--- src/rtl/uart_pkg.sv ---
// Shared definitions for the uart_tx arbiter: sequencer states and default sizing.
package uart_pkg;

  typedef enum logic [1:0] {
    ST_IDLE  = 2'd0,
    ST_START = 2'd1,
    ST_WAIT  = 2'd2
  } state_e;

  localparam int NUM_REQ_DEF = 4;
  localparam int DATA_W_DEF  = 8;
  localparam int TIMEOUT_DEF = 8192;

endpackage

--- src/rtl/rr_pick.sv ---
// Combinational round-robin selector: first set request after 'last', wrapping.
module rr_pick #(
  parameter int N  = 4,
  parameter int IW = (N > 1) ? $clog2(N) : 1
) (
  input  logic [N-1:0]  req,
  input  logic [IW-1:0] last,
  output logic [N-1:0]  winner_oh,
  output logic [IW-1:0] winner_idx,
  output logic          valid
);

  always_comb begin
    logic [IW-1:0] k;
    winner_oh  = '0;
    winner_idx = '0;
    valid      = 1'b0;
    k          = '0;
    // Offset 1..N visits last+1 first and last itself at the very end.
    for (int i = 1; i <= N; i++) begin
      k = IW'((int'(last) + i) % N);
      if (!valid && req[k]) begin
        valid        = 1'b1;
        winner_idx   = k;
        winner_oh[k] = 1'b1;
      end
    end
  end

endmodule

--- src/rtl/uart_tx_arb.sv ---
// Round-robin sharing of one uart_tx among NUM_REQ byte sources, with a
// watchdog that abandons a transfer if the transmitter never reports done.
module uart_tx_arb
  import uart_pkg::*;
#(
  parameter int NUM_REQ = NUM_REQ_DEF,
  parameter int DATA_W  = DATA_W_DEF,
  parameter int TIMEOUT = TIMEOUT_DEF
) (
  input  logic                        I_CLK,
  input  logic                        I_RSTF,
  input  logic [NUM_REQ-1:0]          I_REQ,
  input  logic [NUM_REQ*DATA_W-1:0]   I_DATA,
  output logic [NUM_REQ-1:0]          O_GRANT,
  output logic                        O_TX_START,
  output logic [DATA_W-1:0]           O_TX_DATA,
  input  logic                        I_TX_DONE,
  output logic                        O_BUSY,
  output logic [$clog2(NUM_REQ)-1:0]  O_OWNER,
  output logic                        O_TIMEOUT
);

  localparam int IW   = $clog2(NUM_REQ);
  localparam int WD_W = $clog2(TIMEOUT);
  localparam logic [WD_W-1:0] WD_LAST  = WD_W'(TIMEOUT - 1);
  localparam logic [IW-1:0]   LAST_RST = IW'(NUM_REQ - 1);

  state_e              state_q, state_d;
  logic [NUM_REQ-1:0]  grant_q, grant_d;
  logic                tx_start_q, tx_start_d;
  logic [DATA_W-1:0]   tx_data_q, tx_data_d;
  logic                busy_q, busy_d;
  logic [IW-1:0]       owner_q, owner_d;
  logic                timeout_q, timeout_d;
  logic [WD_W-1:0]     wd_q, wd_d;
  logic [IW-1:0]       last_q, last_d;

  logic [NUM_REQ-1:0]  pick_oh;
  logic [IW-1:0]       pick_idx;
  logic                pick_valid;
  logic [DATA_W-1:0]   pick_data;

  rr_pick #(.N(NUM_REQ), .IW(IW)) u_rr_pick (
    .req        (I_REQ),
    .last       (last_q),
    .winner_oh  (pick_oh),
    .winner_idx (pick_idx),
    .valid      (pick_valid)
  );

  // One-hot AND-OR mux keeps the byte select free of a wide index multiply.
  always_comb begin
    pick_data = '0;
    for (int k = 0; k < NUM_REQ; k++) begin
      if (pick_oh[k]) pick_data = pick_data | I_DATA[k*DATA_W +: DATA_W];
    end
  end

  always_comb begin
    state_d    = state_q;
    grant_d    = '0;
    tx_start_d = 1'b0;
    tx_data_d  = tx_data_q;
    owner_d    = owner_q;
    timeout_d  = 1'b0;
    wd_d       = wd_q;
    last_d     = last_q;
    case (state_q)
      ST_IDLE: begin
        if (pick_valid) begin
          grant_d   = pick_oh;
          tx_data_d = pick_data;
          owner_d   = pick_idx;
          last_d    = pick_idx;
          state_d   = ST_START;
        end
      end
      ST_START: begin
        tx_start_d = 1'b1;
        wd_d       = '0;
        state_d    = ST_WAIT;
      end
      ST_WAIT: begin
        // Done takes priority over a coincident watchdog expiry.
        if (I_TX_DONE) begin
          state_d = ST_IDLE;
        end else if (wd_q == WD_LAST) begin
          timeout_d = 1'b1;
          state_d   = ST_IDLE;
        end else begin
          wd_d = wd_q + 1'b1;
        end
      end
      default: state_d = ST_IDLE;
    endcase
    busy_d = (state_d != ST_IDLE);
  end

  always_ff @(posedge I_CLK or negedge I_RSTF) begin
    if (!I_RSTF) begin
      state_q    <= ST_IDLE;
      grant_q    <= '0;
      tx_start_q <= 1'b0;
      tx_data_q  <= '0;
      busy_q     <= 1'b0;
      owner_q    <= '0;
      timeout_q  <= 1'b0;
      wd_q       <= '0;
      last_q     <= LAST_RST;
    end else begin
      state_q    <= state_d;
      grant_q    <= grant_d;
      tx_start_q <= tx_start_d;
      tx_data_q  <= tx_data_d;
      busy_q     <= busy_d;
      owner_q    <= owner_d;
      timeout_q  <= timeout_d;
      wd_q       <= wd_d;
      last_q     <= last_d;
    end
  end

  assign O_GRANT    = grant_q;
  assign O_TX_START = tx_start_q;
  assign O_TX_DATA  = tx_data_q;
  assign O_BUSY     = busy_q;
  assign O_OWNER    = owner_q;
  assign O_TIMEOUT  = timeout_q;

endmodule
--- config.mk ---
export PLATFORM = sky130hd
export DESIGN_NAME = uart_tx_arb
export DESIGN_NICKNAME = d
export VERILOG_FILES = /design/src/rtl/uart_pkg.sv /design/src/rtl/rr_pick.sv /design/src/rtl/uart_tx_arb.sv
export SDC_FILE = /design/constraint.sdc
export NUM_CORES = 1
export LEC_CHECK = 0
export CORE_MARGIN = 2
export CORE_UTILIZATION = 40
export DETAILED_ROUTE_END_ITERATION = 7
export PLACE_DENSITY = 0.67
export SYNTH_ARGS = -nofsm -noshare
export SYNTH_HDL_FRONTEND = slang
export SYNTH_SLANG_ARGS = --single-unit
--- constraint.sdc ---
create_clock -name I_CLK -period 6.4 [get_ports I_CLK]
set_input_delay 1.28 -clock I_CLK [delete_from_list [all_inputs] [get_ports I_CLK]]
set_output_delay 1.28 -clock I_CLK [all_outputs]
set_load 0.05 [all_outputs]
======== Word level (Yosys, flattened, before mapping) ========
Index checks and enable logic that the tools add are counted.
storage, ports and cells
  register bits after elaboration ......... 34
  bits of input ports ..................... 39
  output and inout port bits .............. 17
  logic and storage cells ................. 93
cells by class
  add/subtract/negate cells ............... 5
  $lt $le $gt $ge ......................... 8
  equality and inequality tests ........... 5
  muxes and demuxes ....................... 45
  bitwise gates (word level) .............. 6
  reduce and logical (&&, ||, !) cells .... 15
operators by type and width
  kind                     count
  $mux W8                  4
  $mux W13                 2
  $pmux W13 S2             1
  $mux W4                  6
  $or A8 B8 Y8             3
  $mux W1                  16
  $mux W2                  7
  $add A13 B1 Y13 const B  1
  $eq A13 B13 Y1 const B   1
  $lt A2 B3 Y1 const B     4
  $or A4 B4 Y4             3
  $bmux W1 S2              4
  $demux W1 S2             4
  $ge A2 B1 Y1 const B     4
  $logic_and A1 B1 Y1      7
  $pmux W2 S3              1
  $add A2 B1 Y2 const B    2
  $add A2 B2 Y2 const B    2
  $ne A2 B2 Y1 const B     2
  $reduce_bool A2 Y1       2
  $logic_not A1 Y1         3
  $reduce_and A3 Y1        1
  $eq A2 B1 Y1 const B     1
  $eq A2 B2 Y1 const B     1
  other kinds (2)          2

======== Logic depth before layout (Yosys ltp) ========
Gate-level depths: netlist (run 1).
  depth after elaboration ................. 20
  mapped depth ............................ 12
  mapped depth without buffers ............ 8

======== By module ========
Synthesis (run 1) repeated with hierarchy kept, for this count alone.
second synthesis, totals
  cell total of the unflattened synthesis .. 224
  area, all modules ....................... 2117.0 µm²
modules (own cells, without submodules)
  module       instances  cells each  area an instance (µm²)  sequential area each (µm²)
  uart_tx_arb  1          156         1591.5                  853.3
  rr_pick      1          68          525.5                   0.0

======== Worst setup path after synthesis (run 1) ========
OpenSTA, ideal clock, no wires.
  kind .................................... flip-flop to flip-flop
  start ................................... reg last_q[0]
  end ..................................... reg tx_data_q[7], in the netlist O_TX_DATA[7]
  library setup time ...................... 0.132 ns
  arrival time ............................ 2.899 ns
  required time ........................... 6.268 ns
  slack ................................... 3.369 ns
  stages on the path, launching flop included .. 13
  path buffers ............................ 4
  clock period less this slack ............ 3.031 ns
  path through ............................ dfstp_2 > buf_6 > clkbuf_1 > inv_1 > ha_1 > clkbuf_1 > mux4_2 > buf_2 > nor3b_1 > a41oi_2 > o211ai_4 > a222oi_1 > a21oi_1
on the way
  word-level cells in the longest chain between the ends .. 20
  elaborated cells on any way between the ends .. 57
  classes of those cells .................. add/sub: 4; order compare: 8; mux: 28; bitwise: 6; reduce/logical: 11
RTL lines
  element                                                                line                text
  from (decl)                                                            uart_tx_arb.sv:36   logic [IW-1:0] last_q, last_d;
  from (signal assigned)                                                 uart_tx_arb.sv:119  last_q <= last_d;
  parallel branches: the longest is 20 deep, another holds $lt A2 B3 Y1  n/a
  to (signal assigned)                                                   uart_tx_arb.sv:114  tx_data_q <= tx_data_d;
  to (decl)                                                              uart_tx_arb.sv:31   logic [DATA_W-1:0] tx_data_q, tx_data_d;
Parallel ways; which one is timed is not known. The select of a mux whose other input is x is not followed.
A chain may end at the register's enable or synchronous reset.

======== Worst setup path after layout (run 1) ========
  start ................................... in I_REQ[3]
  end ..................................... reg tx_data_q[4], in the netlist O_TX_DATA[4]
on the way
  word-level cells in the longest chain between the ends .. 19
  elaborated cells on any way between the ends .. 33
  classes of those cells .................. mux: 20; bitwise: 6; reduce/logical: 7
RTL lines
  element                        line               text
  from (decl)                    uart_tx_arb.sv:12  input logic [NUM_REQ-1:0] I_REQ,
  $bmux W1 S2                    rr_pick.sv:22      if (!valid && req[k]) begin
  $mux W1 (not written as such)  rr_pick.sv:22
  $mux W1                        rr_pick.sv:22
  $logic_not A1 Y1               rr_pick.sv:22
  $logic_and A1 B1 Y1            rr_pick.sv:22
  $mux W1                        rr_pick.sv:22
  $logic_not A1 Y1               rr_pick.sv:22
  $logic_and A1 B1 Y1            rr_pick.sv:22
  (+3 left out)                  n/a
  $mux W4                        rr_pick.sv:22
  $mux W8                        uart_tx_arb.sv:55  if (pick_oh[k]) pick_data = pick_data | I_DATA[k*DATA_W +: DATA_W];
  $or A8 B8 Y8                   uart_tx_arb.sv:55
  $mux W8                        uart_tx_arb.sv:55
  $or A8 B8 Y8                   uart_tx_arb.sv:55
  $mux W8                        uart_tx_arb.sv:55
  $or A8 B8 Y8                   uart_tx_arb.sv:55
  $mux W8                        uart_tx_arb.sv:55
Parallel ways exist; a longest one is shown, timed or not. The select of a mux whose other input is x is not followed.

==> summary.txt, run 1 <==
STA
  – Fmax: 273 MHz
  – RSZ-0062 raised after global routing: false
  – Clock Skew: 0.00640 ns
  – Setup violators final: 0
  – Fin. Hold Viols: 0
  – Setup TNS: 0 ns
  – Relative slew margins: 57.7%
  – Worst-Margin Slew: 0.627 ns
  – Count of pins over their slew limit: 0
  – Period minus WS final: 3.66 ns
  – Fin crit share: 57.1%

Place
  – Count of input and output buffers: 55
  – Hpwl dp: 4270 µm
  – Routability cong.: 0.858

Clocking
  – Sinks on Clock Net: 34
  – Setup bufs post-CTS: 0
  – Root Driver: clkbuf_8
  – PostCTS Resize Cnt: 0
  – CTS tree: done
  – Clock Path Buffers: 2
  – Num CTS Buffers: 5
  – Clock latency on the worst-skew pair: 0.28 ns
  – H-tree depth: 2
  – Post-CTS Hold Fix Bufs: 0
  – Clk slew on worst S/H paths: 0.07 ns

Synth
  – Mapped cell area: 2270 µm²
  – Post-synth net total: 306
  – Post-synthesis cell count: 258
  – Syn. warnings: 0
  – Synth Register Bits: 34
  – Sequential area share after synthesis: 37.6%
  – Post-synth EDFFs: 0
  – Post-synthesis async set-or-reset flop share: 100%
  – Synth cell types: 57
  – Avg Synthesized Cell Area: 8.79 µm²
  – Main synth FF type: dfrtp_1

GRT
  – Overflow after GRT: 0
  – Initial antenna violation count: 0
  – Vias in the first global route: 2089
  – Largest net degree at the start of global routing: 35
  – First-pass GRT wire length: 9630 µm
  – GRT Total Usage: 19.1%

Power and ir drop
  – Combinational power share: 61.0%
  – Max rail drop VDD: 309 µV
  – Leakage: 1.20 nW
  – P_int: 0.730 mW
  – Clock network fraction of design power: 13.6%
  – Reg power frac: 25.4%
  – PD cells: 485 nW/µm²
  – Net Switching: 0.710 mW
  – Sw frac: 49.3%
  – Final Power: 1.44 mW

Worst setup path
  – CP cell instances: clkdlybuf4s50_1 > nor4_1 > or3_1 > clkinv_1 > a31oi_1 > a221oi_1 > a31oi_1
  – CP max-delay cell: clkdlybuf4s50_1
  – Critical-path maximum fanout: 19
  – Crit end category: flip-flop
  – Reg-to-reg startpoint: last_q[0]
  – Crit Reg-Reg Endpoint: O_TX_DATA[4]
  – Worst path most repeated cell: a31oi_1
  – CP required: 6.60 ns
  – Crit path kind: input pin to flip-flop
  – CP bufs+invs: 2
  – CP arrival: 3.86 ns
  – Reg-to-reg slack, setup: 3.22 ns
  – CP top delay family: buffers and inverters
  – Largest stage delay, worst path: 0.65 ns
  – Crit path launch type: input pin
  – Reg2Reg Depth: 8

Cells and area
  – Ratio of cells with drive above 1 in the final layout: 8.09%
  – Final core occ: 53.9%
  – Ant. Diodes: 0
  – Fill cell total of the finished layout: 516
  – Total Nets Final: 356
  – Synth-to-Final Area Change: 30.9%
  – Sequential cell area: 853 µm²
  – Area taken by multi-input logic gates: 1310 µm²

Worst hold path
  – WHS Endpoint: O_OWNER[1]
  – Hold Startpoint: O_OWNER[1]
  – Min-delay worst type: flip-flop to flip-flop
  – Hold Crit Depth: 2

Detailed routing
  – Vias: 2143
  – Wire per inst: 14.9 µm
  – Routed WL: 5660 µm
  – Drt drc: 0
  – Post-route ant nets: 0
  – Count of TritonRoute iterations in the first routing pass: 5
  – DRT iter0 DRCs: 142
  – Vias per inst: 5.62

Floorplanning
  – Starting Density: 41.2%
  – Die H: 79.3 µm
  – IO Pins: 56
  – Horiz. Die Dim: 79.3 µm
  – Core ar.: 5510 µm²
  – Die Footprint: 6290 µm²
  – Row count: 27

Flow run
  – Max_cap viols: 0

Run status
  – Status: complete, no violations
## power groups by stage
stage	clock, mW	combinational, mW	sequential (mW)
final	0.196	0.879	0.365
after global routing	0.213	0.961	0.376
after CTS	0.200	0.879	0.366
after detailed placement	0	0.876	0.370
after floorplan	0	0.494	0.513
after global placement	0	0.868	0.368
## cells in the mapped netlist (5+ instances only)
| library cell | n | area (µm²) |
|---|---|---|
| a21oi_1 | 9 | 45.0 |
| a221oi_1 | 5 | 43.8 |
| a31oi_1 | 13 | 81.3 |
| clkbuf_1 | 8 | 30.0 |
| dfrtp_1 | 32 | 801 |
| ha_1 | 9 | 113 |
| inv_1 | 9 | 33.8 |
| nand2_1 | 36 | 135 |
| nand3_1 | 7 | 35.0 |
| nor2_1 | 31 | 116 |
| o21ai_0 | 17 | 85.1 |
| xnor2_1 | 5 | 43.8 |
## per-layer routing
layer  part of all wire (%)  GRT usage [%]
met3                    4.8           2.84
met2                     52           31.8
met5                      0              0
met1                     43           25.8
met4                   0.67           5.34
## area by class of cell
class	count	area share, %
Multi-Input combinational cell	200	44.2
Sequential cell	34	28.8
Timing Repair Buffer	56	18.8
Tap cell	72	3.04
Clock buffer	5	2.32
Clock inverter	3	1.52
Inverter	11	1.39
## worst max path at each step
| stage | start | to | slack, ns | cells past startpoint |
|---|---|---|---|---|
| after floorplan | last_q[0] | O_TX_DATA[7] | 3.37 | 12 |
| after global placement | I_REQ[3] | O_TX_DATA[4] | 2.63 | 7 |
| after detailed placement | I_REQ[3] | O_TX_DATA[4] | 2.45 | 7 |
| after CTS | I_REQ[3] | O_TX_DATA[4] | 2.74 | 7 |
| after global routing | I_REQ[3] | O_TX_DATA[4] | 2.46 | 7 |
| final | I_REQ[3] | O_TX_DATA[4] | 2.74 | 7 |
## cells in the final DEF, fill, tap and decap left out, types with 2 or more instances in the layout
master	count
and3_1	2
o22ai_1	2
o21ai_0	17
a221oi_1	5
a21oi_1	9
a21o_1	2
nand2b_1	2
xor2_1	4
dfrtp_1	32
or3_1	2
inv_1	9
ha_1	9
clkinv_1	2
nor2b_1	2
xnor2_1	5
mux4_2	2
clkinvlp_4	2
a211oi_1	2
nor2_1	31
a22o_1	3
nand2_1	36
nand4_1	4
mux2_2	2
or3b_2	3
a2111oi_0	2
and2_1	3
clkdlybuf4s50_1	55
a31oi_1	13
clkbuf_8	5
a22oi_1	3
o2111ai_1	3
dfstp_2	2
nand3_1	7
nand3b_1	2
## flip-flops by register name (all words and copies together), names as in the netlist
register and cells:
O_BUSY 1, O_GRANT 4, O_OWNER 2, O_TIMEOUT 1
O_TX_DATA 8, O_TX_START 1, last_q 2, state_q 2
wd_q 13
## through the flow
step	instances	instance area [µm²]	worst slack (ns)	hold slack, ns
3_3_place_gp	373	2850	2.63	0.486
3_5_place_dp	373	2850	2.45	0.479
2_1_floorplan	258	2270	3.37	0.490
4_1_cts	381	2970	2.74	0.498
5_1_grt	381	2970	2.46	0.513
6_report	381	2970	2.74	0.493
## cells by family after synthesis
family	count (synthesis)	share of synthesized area [%]
mux	5	3.42
flops	34	37.6
buf+inv	24	4.53
simple gates	99	20.2
compound gates	78	25.8
fa+ha+maj	9	4.97
xor+xnor	9	3.48
## tightest hold or removal path, stage by stage (launching register included)
cell	delay [ns]
dfrtp_1	0.36
nand2_1	0.05
nand2_1	0.05
No activity file was read; power rests on OpenSTA's default activity.
==> run 2, diff against run 1 <==
==> constraint.sdc (replaced) <==
create_clock -name I_CLK -period 3.5 [get_ports I_CLK]
set_input_delay 0.7 -clock I_CLK [delete_from_list [all_inputs] [get_ports I_CLK]]
set_output_delay 0.7 -clock I_CLK [all_outputs]
set_load 0.05 [all_outputs]
==> summary.txt, run 2 (synthesis results as in run 1) <==
Run status
  – Status: complete, no violations

Worst setup path
  – Largest stage delay, worst path: 0.61 ns
  – CP required: 3.70 ns
  – Crit path launch type: input pin
  – CP max-delay cell: clkdlybuf4s50_1
  – Crit Reg-Reg Endpoint: O_TX_DATA[0]
  – Reg-to-reg startpoint: last_q[0]
  – Origin of the worst setup path: I_REQ[1]
  – Cell depth of the worst setup path: 7
  – CP top delay family: multiplexers
  – Reg-to-reg slack, setup: 0.67 ns
  – Worst path most repeated cell: a31oi_1
  – Critical-path maximum fanout: 11
  – CP cell instances: clkdlybuf4s50_1 > mux2_2 > mux2i_1 > nand4_1 > a31oi_1 > a221oi_1 > a31oi_1
  – CP arrival: 3.05 ns
  – CP endpoint: O_TX_DATA[0]
  – Reg2Reg Depth: 8
  – CP bufs+invs: 1
  – Crit path kind: input pin to flip-flop
  – Crit end category: flip-flop

Floorplanning
  – Die H: 79.3 µm
  – Die Footprint: 6290 µm²
  – Row count: 27
  – IO Pins: 56
  – Core ar.: 5510 µm²
  – Starting Density: 41.2%
  – Horiz. Die Dim: 79.3 µm

Flow run
  – Max_cap viols: 0

Place
  – Routability cong.: 0.835
  – Hpwl dp: 4200 µm
  – Dpl ws: 0.401 ns
  – Count of input and output buffers: 55

Cells and area
  – Most common cell after layout, fill and taps aside: clkdlybuf4s50_1
  – Commonest cells after routing, fill and taps aside: clkdlybuf4s50_1 (55), nand2_1 (36), dfrtp_1 (32)
  – Max reg flops: 13
  – Synth-to-Final Area Change: 32.1%
  – Total Nets Final: 362
  – Final core occ: 54.4%
  – Ratio of cells with drive above 1 in the final layout: 9.84%
  – Most flops, register: wd_q
  – Ant. Diodes: 0

Clocking
  – Root Driver: clkbuf_8
  – Num CTS Buffers: 5
  – Sinks on Clock Net: 34
  – Setup bufs post-CTS: 0
  – Post-CTS Hold Fix Bufs: 0
  – PostCTS Resize Cnt: 0
  – Clock latency on the worst-skew pair: 0.28 ns
  – Clock Path Buffers: 2
  – Clk slew on worst S/H paths: 0.07 ns
  – H-tree depth: 2
  – CTS tree: done

STA
  – Relative slew margins: 53.0%
  – Period minus WS final: 2.84 ns
  – Clock Skew: 0.00709 ns
  – Worst Slack Setup Final: 0.656 ns
  – Fin crit share: 81.3%
  – Count of pins over their slew limit: 0
  – Setup TNS: 0 ns
  – Worst-Margin Slew: 0.695 ns
  – Fin. Hold Viols: 0
  – RSZ-0062 raised after global routing: false
  – Fmax: 352 MHz
  – Setup violators final: 0

Detailed routing
  – Post-route ant nets: 0
  – Routed WL: 5630 µm
  – DRT iter0 DRCs: 151
  – Count of TritonRoute iterations in the first routing pass: 4
  – Vias: 2121
  – Drt drc: 0
  – Wire per inst: 14.5 µm
  – Vias per inst: 5.48

Power and ir drop
  – Combinational power share: 65.4%
  – Max rail drop VDD: 379 µV
  – Reg power frac: 23.2%
  – P_int: 1.31 mW
  – Leakage: 1.22 nW
  – Sw frac: 49.7%
  – PD cells: 871 nW/µm²
  – Net Switching: 1.30 mW
  – Clock network fraction of design power: 11.3%

GRT
  – Largest net degree at the start of global routing: 35
  – GRT Total Usage: 17.9%
  – Vias in the first global route: 1936
  – Overflow after GRT: 0
  – Initial antenna violation count: 0
  – First-pass GRT wire length: 9030 µm

Worst hold path
  – Hold Startpoint: O_OWNER[0]
  – Min-delay worst type: flip-flop to flip-flop
## run 2: cell count changes in the layout (fill, tap and decap cells not counted), sizes merged
cell | before | now
bufinv | 1 | 0
clkinv | 2 | 3
clkbuf | 5 | 6
clkinvlp | 2 | 1
buf | 1 | 7
## run 2: per-layer routing
| layer | GRT usage, % | part of all wire (%) | up-vias |
|---|---|---|---|
| met5 | 0 | 0 | - |
| met4 | 5.52 | 0 | 0 |
| met3 | 3.30 | 4.9 | 0 |
| met2 | 28.5 | 49 | 65 |
| met1 | 24.6 | 46 | 1000 |
| li1 | - | - | 1056 |
## run 2: through the flow
step | power (mW) | area, µm² | instances | hold WS (ns)
2_1_floorplan | 1.84 | 2270 | 258 | 0.404
3_3_place_gp | 2.30 | 2900 | 379 | 0.461
5_1_grt | 2.81 | 2990 | 387 | 0.517
4_1_cts | 2.62 | 2990 | 387 | 0.484
6_report | 2.61 | 2990 | 387 | 0.478
3_5_place_dp | 2.31 | 2900 | 379 | 0.469
## run 2: worst min path at each step
stage / to / slack (ns) / depth (start not counted)
2_1_floorplan: O_BUSY / 0.40 / 0
3_3_place_gp: O_OWNER[0] / 0.46 / 1
3_5_place_dp: O_OWNER[0] / 0.47 / 1
4_1_cts: O_OWNER[0] / 0.48 / 1
5_1_grt: O_OWNER[1] / 0.52 / 2
6_report: O_OWNER[0] / 0.48 / 1
## run 2: power groups by stage
stage | registers [mW] | clock network, mW | logic (mW)
finish | 0.606 | 0.296 | 1.71
global route | 0.622 | 0.330 | 1.85
CTS | 0.606 | 0.310 | 1.70
detailed placement | 0.612 | 0 | 1.70
global placement | 0.612 | 0 | 1.69
floorplan | 0.939 | 0 | 0.903
## run 2: layout make-up
cell class	count	area, µm²
fill	530	2510
timing repair buffer	62	603
clock inverter	2	12.5
tap	72	90.1
clock buffer	6	82.6
sequential	34	853
multi-input combinational	200	1310
inverter	11	41.3
==> run 3, diff against run 2 <==
--- a/config.mk
+++ b/config.mk
@@ -8,7 +8,7 @@
 export CORE_MARGIN = 2
 export CORE_UTILIZATION = 40
 export DETAILED_ROUTE_END_ITERATION = 7
-export PLACE_DENSITY = 0.67
+export PLACE_DENSITY = 0.7
 export SYNTH_ARGS = -nofsm -noshare
 export SYNTH_HDL_FRONTEND = slang
 export SYNTH_SLANG_ARGS = --single-unit
==> constraint.sdc (replaced) <==
create_clock -name I_CLK -period 2.46 [get_ports I_CLK]
set_input_delay 0.492 -clock I_CLK [delete_from_list [all_inputs] [get_ports I_CLK]]
set_output_delay 0.492 -clock I_CLK [all_outputs]
set_load 0.05 [all_outputs]
==> summary.txt, run 3 (synthesis results as in run 1) <==
GRT
  – GRT Total Usage: 20.9%
  – Initial antenna violation count: 0
  – Vias in the first global route: 2199
  – Grt met2 use: 32.9%
  – Overflow after GRT: 0
  – Routing usage on met3: 3.30%
  – Busiest grt layer: met2
  – GR Util met1: 28.4%
  – First-pass GRT wire length: 10400 µm
  – Largest net degree at the start of global routing: 35

Cells and area
  – Max reg flops: 13
  – Ratio of cells with drive above 1 in the final layout: 19.9%
  – Final core occ: 60.1%
  – Ant. Diodes: 0
  – Most common cell after layout, fill and taps aside: clkdlybuf4s50_1
  – Total Nets Final: 393
  – Most flops, register: wd_q
  – Commonest cells after routing, fill and taps aside: clkdlybuf4s50_1 (53), buf_4 (38), nand2_1 (33)
  – Post-Layout Inst Area: 3310 µm²
  – Synth-to-Final Area Change: 45.9%

STA
  – Fmax: 409 MHz
  – Clock Skew: 0.00460 ns
  – Relative slew margins: 64.4%
  – Hold_ws: 0.477 ns
  – Setup TNS: 0 ns
  – Worst-Margin Slew: 0.521 ns
  – Fin crit share: 99.3%
  – Setup violators final: 0
  – Fin. Hold Viols: 0
  – Count of pins over their slew limit: 0
  – RSZ-0062 raised after global routing: true
  – Period minus WS final: 2.44 ns

Place
  – Area after DPL: 3110 µm²
  – Hpwl dp: 4770 µm
  – Routability cong.: 0.859
  – Count of input and output buffers: 55

Worst setup path
  – Crit path kind: flip-flop to flip-flop
  – CP max-delay cell: a2111oi_4
  – Reg-to-reg startpoint: last_q[0]
  – Worst path most repeated cell: buf_4
  – Crit end category: flip-flop
  – CP cell instances: buf_4 > or3b_4 > a2111oi_4 > buf_4 > o21ai_0 > nand3_1 > a22oi_1 > a31oi_1
  – Reg-to-reg slack, setup: 0.02 ns
  – CP required: 2.67 ns
  – CP arrival: 2.66 ns
  – Largest stage delay, worst path: 0.56 ns
  – Critical-path maximum fanout: 14
  – Crit path launch type: flip-flop
  – Origin of the worst setup path: last_q[0]

Detailed routing
  – DRT iter0 DRCs: 101
  – Post-route ant nets: 0
  – Routed WL: 6390 µm
  – Vias per inst: 5.49
  – Wire per inst: 15.3 µm
  – Drt drc: 0
  – Vias: 2293
  – Count of TritonRoute iterations in the first routing pass: 4

Power and ir drop
  – Max rail drop VDD: 657 µV
  – Reg power frac: 21.0%
  – Net Switching: 2.00 mW
  – Leakage: 1.41 nW
  – Clock network fraction of design power: 11.9%
  – Sw frac: 47.3%
  – Combinational power share: 67.2%
  – Final Power: 4.22 mW
  – PD cells: 1280 nW/µm²
  – P_int: 2.22 mW

Clocking
  – Clk slew on worst S/H paths: 0.07 ns
  – Root Driver: clkbuf_8
  – Clock Path Buffers: 2
  – CTS tree: done
  – Clock latency on the worst-skew pair: 0.29 ns
  – H-tree depth: 2
  – Sinks on Clock Net: 34
  – Num CTS Buffers: 5

Floorplanning
  – IO Pins: 56
  – Row count: 27
  – Horiz. Die Dim: 79.3 µm
  – Core ar.: 5510 µm²
  – Die H: 79.3 µm
  – Starting Density: 41.2%
  – Die Footprint: 6290 µm²

Worst hold path
  – Min-delay worst type: flip-flop to flip-flop
  – Hold Startpoint: O_OWNER[1]

Run status
  – Status: complete, no violations

Flow run
  – Max_cap viols: 0
==> run 3: cell count changes in the layout (fill, tap and decap cells not counted), moves of 2 or more <==
cell,change
o21ai_1,+5
nand2_1,-3
buf_4,+31
nand2_2,+3
o21ai_0,-5
clkdlybuf4s50_1,-2
dlymetal6s2s_1,+2
==> run 3: repair_timing <==
item                                    CTS  global route
hold buffers                              0             0
resized for setup                         0            14
endpoints found under the setup margin    3             8
pin swaps                                 2             6
gates cloned                              0             0
buffers inserted                          3             3
==> run 3: per-stage QoR <==
step,setup WS (ns),instances
2_1_floorplan,-0.0549,258
3_3_place_gp,-0.270,404
3_5_place_dp,-0.311,404
4_1_cts,0.00740,415
5_1_grt,-0.0704,418
6_report,0.0161,418
==> run 3: path summary, 6_finish.rpt <==
check | end | cells past startpoint
max | O_TX_DATA[3] | 8
min | O_OWNER[1] | 2
max reg2reg | O_TX_DATA[3] | 8
min reg2reg | O_OWNER[1] | 2
max in group asynchronous | last_q[0] | 2
min in group asynchronous | wd_q[10] | 2
==> run 3: worst max-delay path, delay by kind of cell, from the launching register on <==
family,cells,cell delay [ns]
AND/OR/NAND/NOR,2,0.59
flip-flops,1,0.43
buffers and inverters,2,0.41
AO/OA/AOI/OAI,4,0.94
==> run 3: power groups by stage <==
stage,logic [mW],clock network (mW),registers [mW]
5_1_grt,3.06,0.542,0.913
4_1_cts,2.72,0.516,0.890
2_1_floorplan,1.42,0,1.34
6_report,2.84,0.502,0.885
3_5_place_dp,2.67,0,0.898
3_3_place_gp,2.62,0,0.892
==> run 3: final cells by class <==
type | instances | area (µm²)
Timing Repair Buffer | 93 | 841
Fill cell | 489 | 2200
Clock buffer | 6 | 72.6
Multi-Input combinational cell | 200 | 1360
Clock inverter | 2 | 37.5
Tap cell | 72 | 90.1
Sequential cell | 34 | 853
Inverter | 11 | 48.8
==> run 3: per-layer routing <==
metal	vias up	share of wire, %
li1	1121	-
met1	1107	44
met2	52	50
met3	13	3.3
met4	0	2.8
met5	-	0
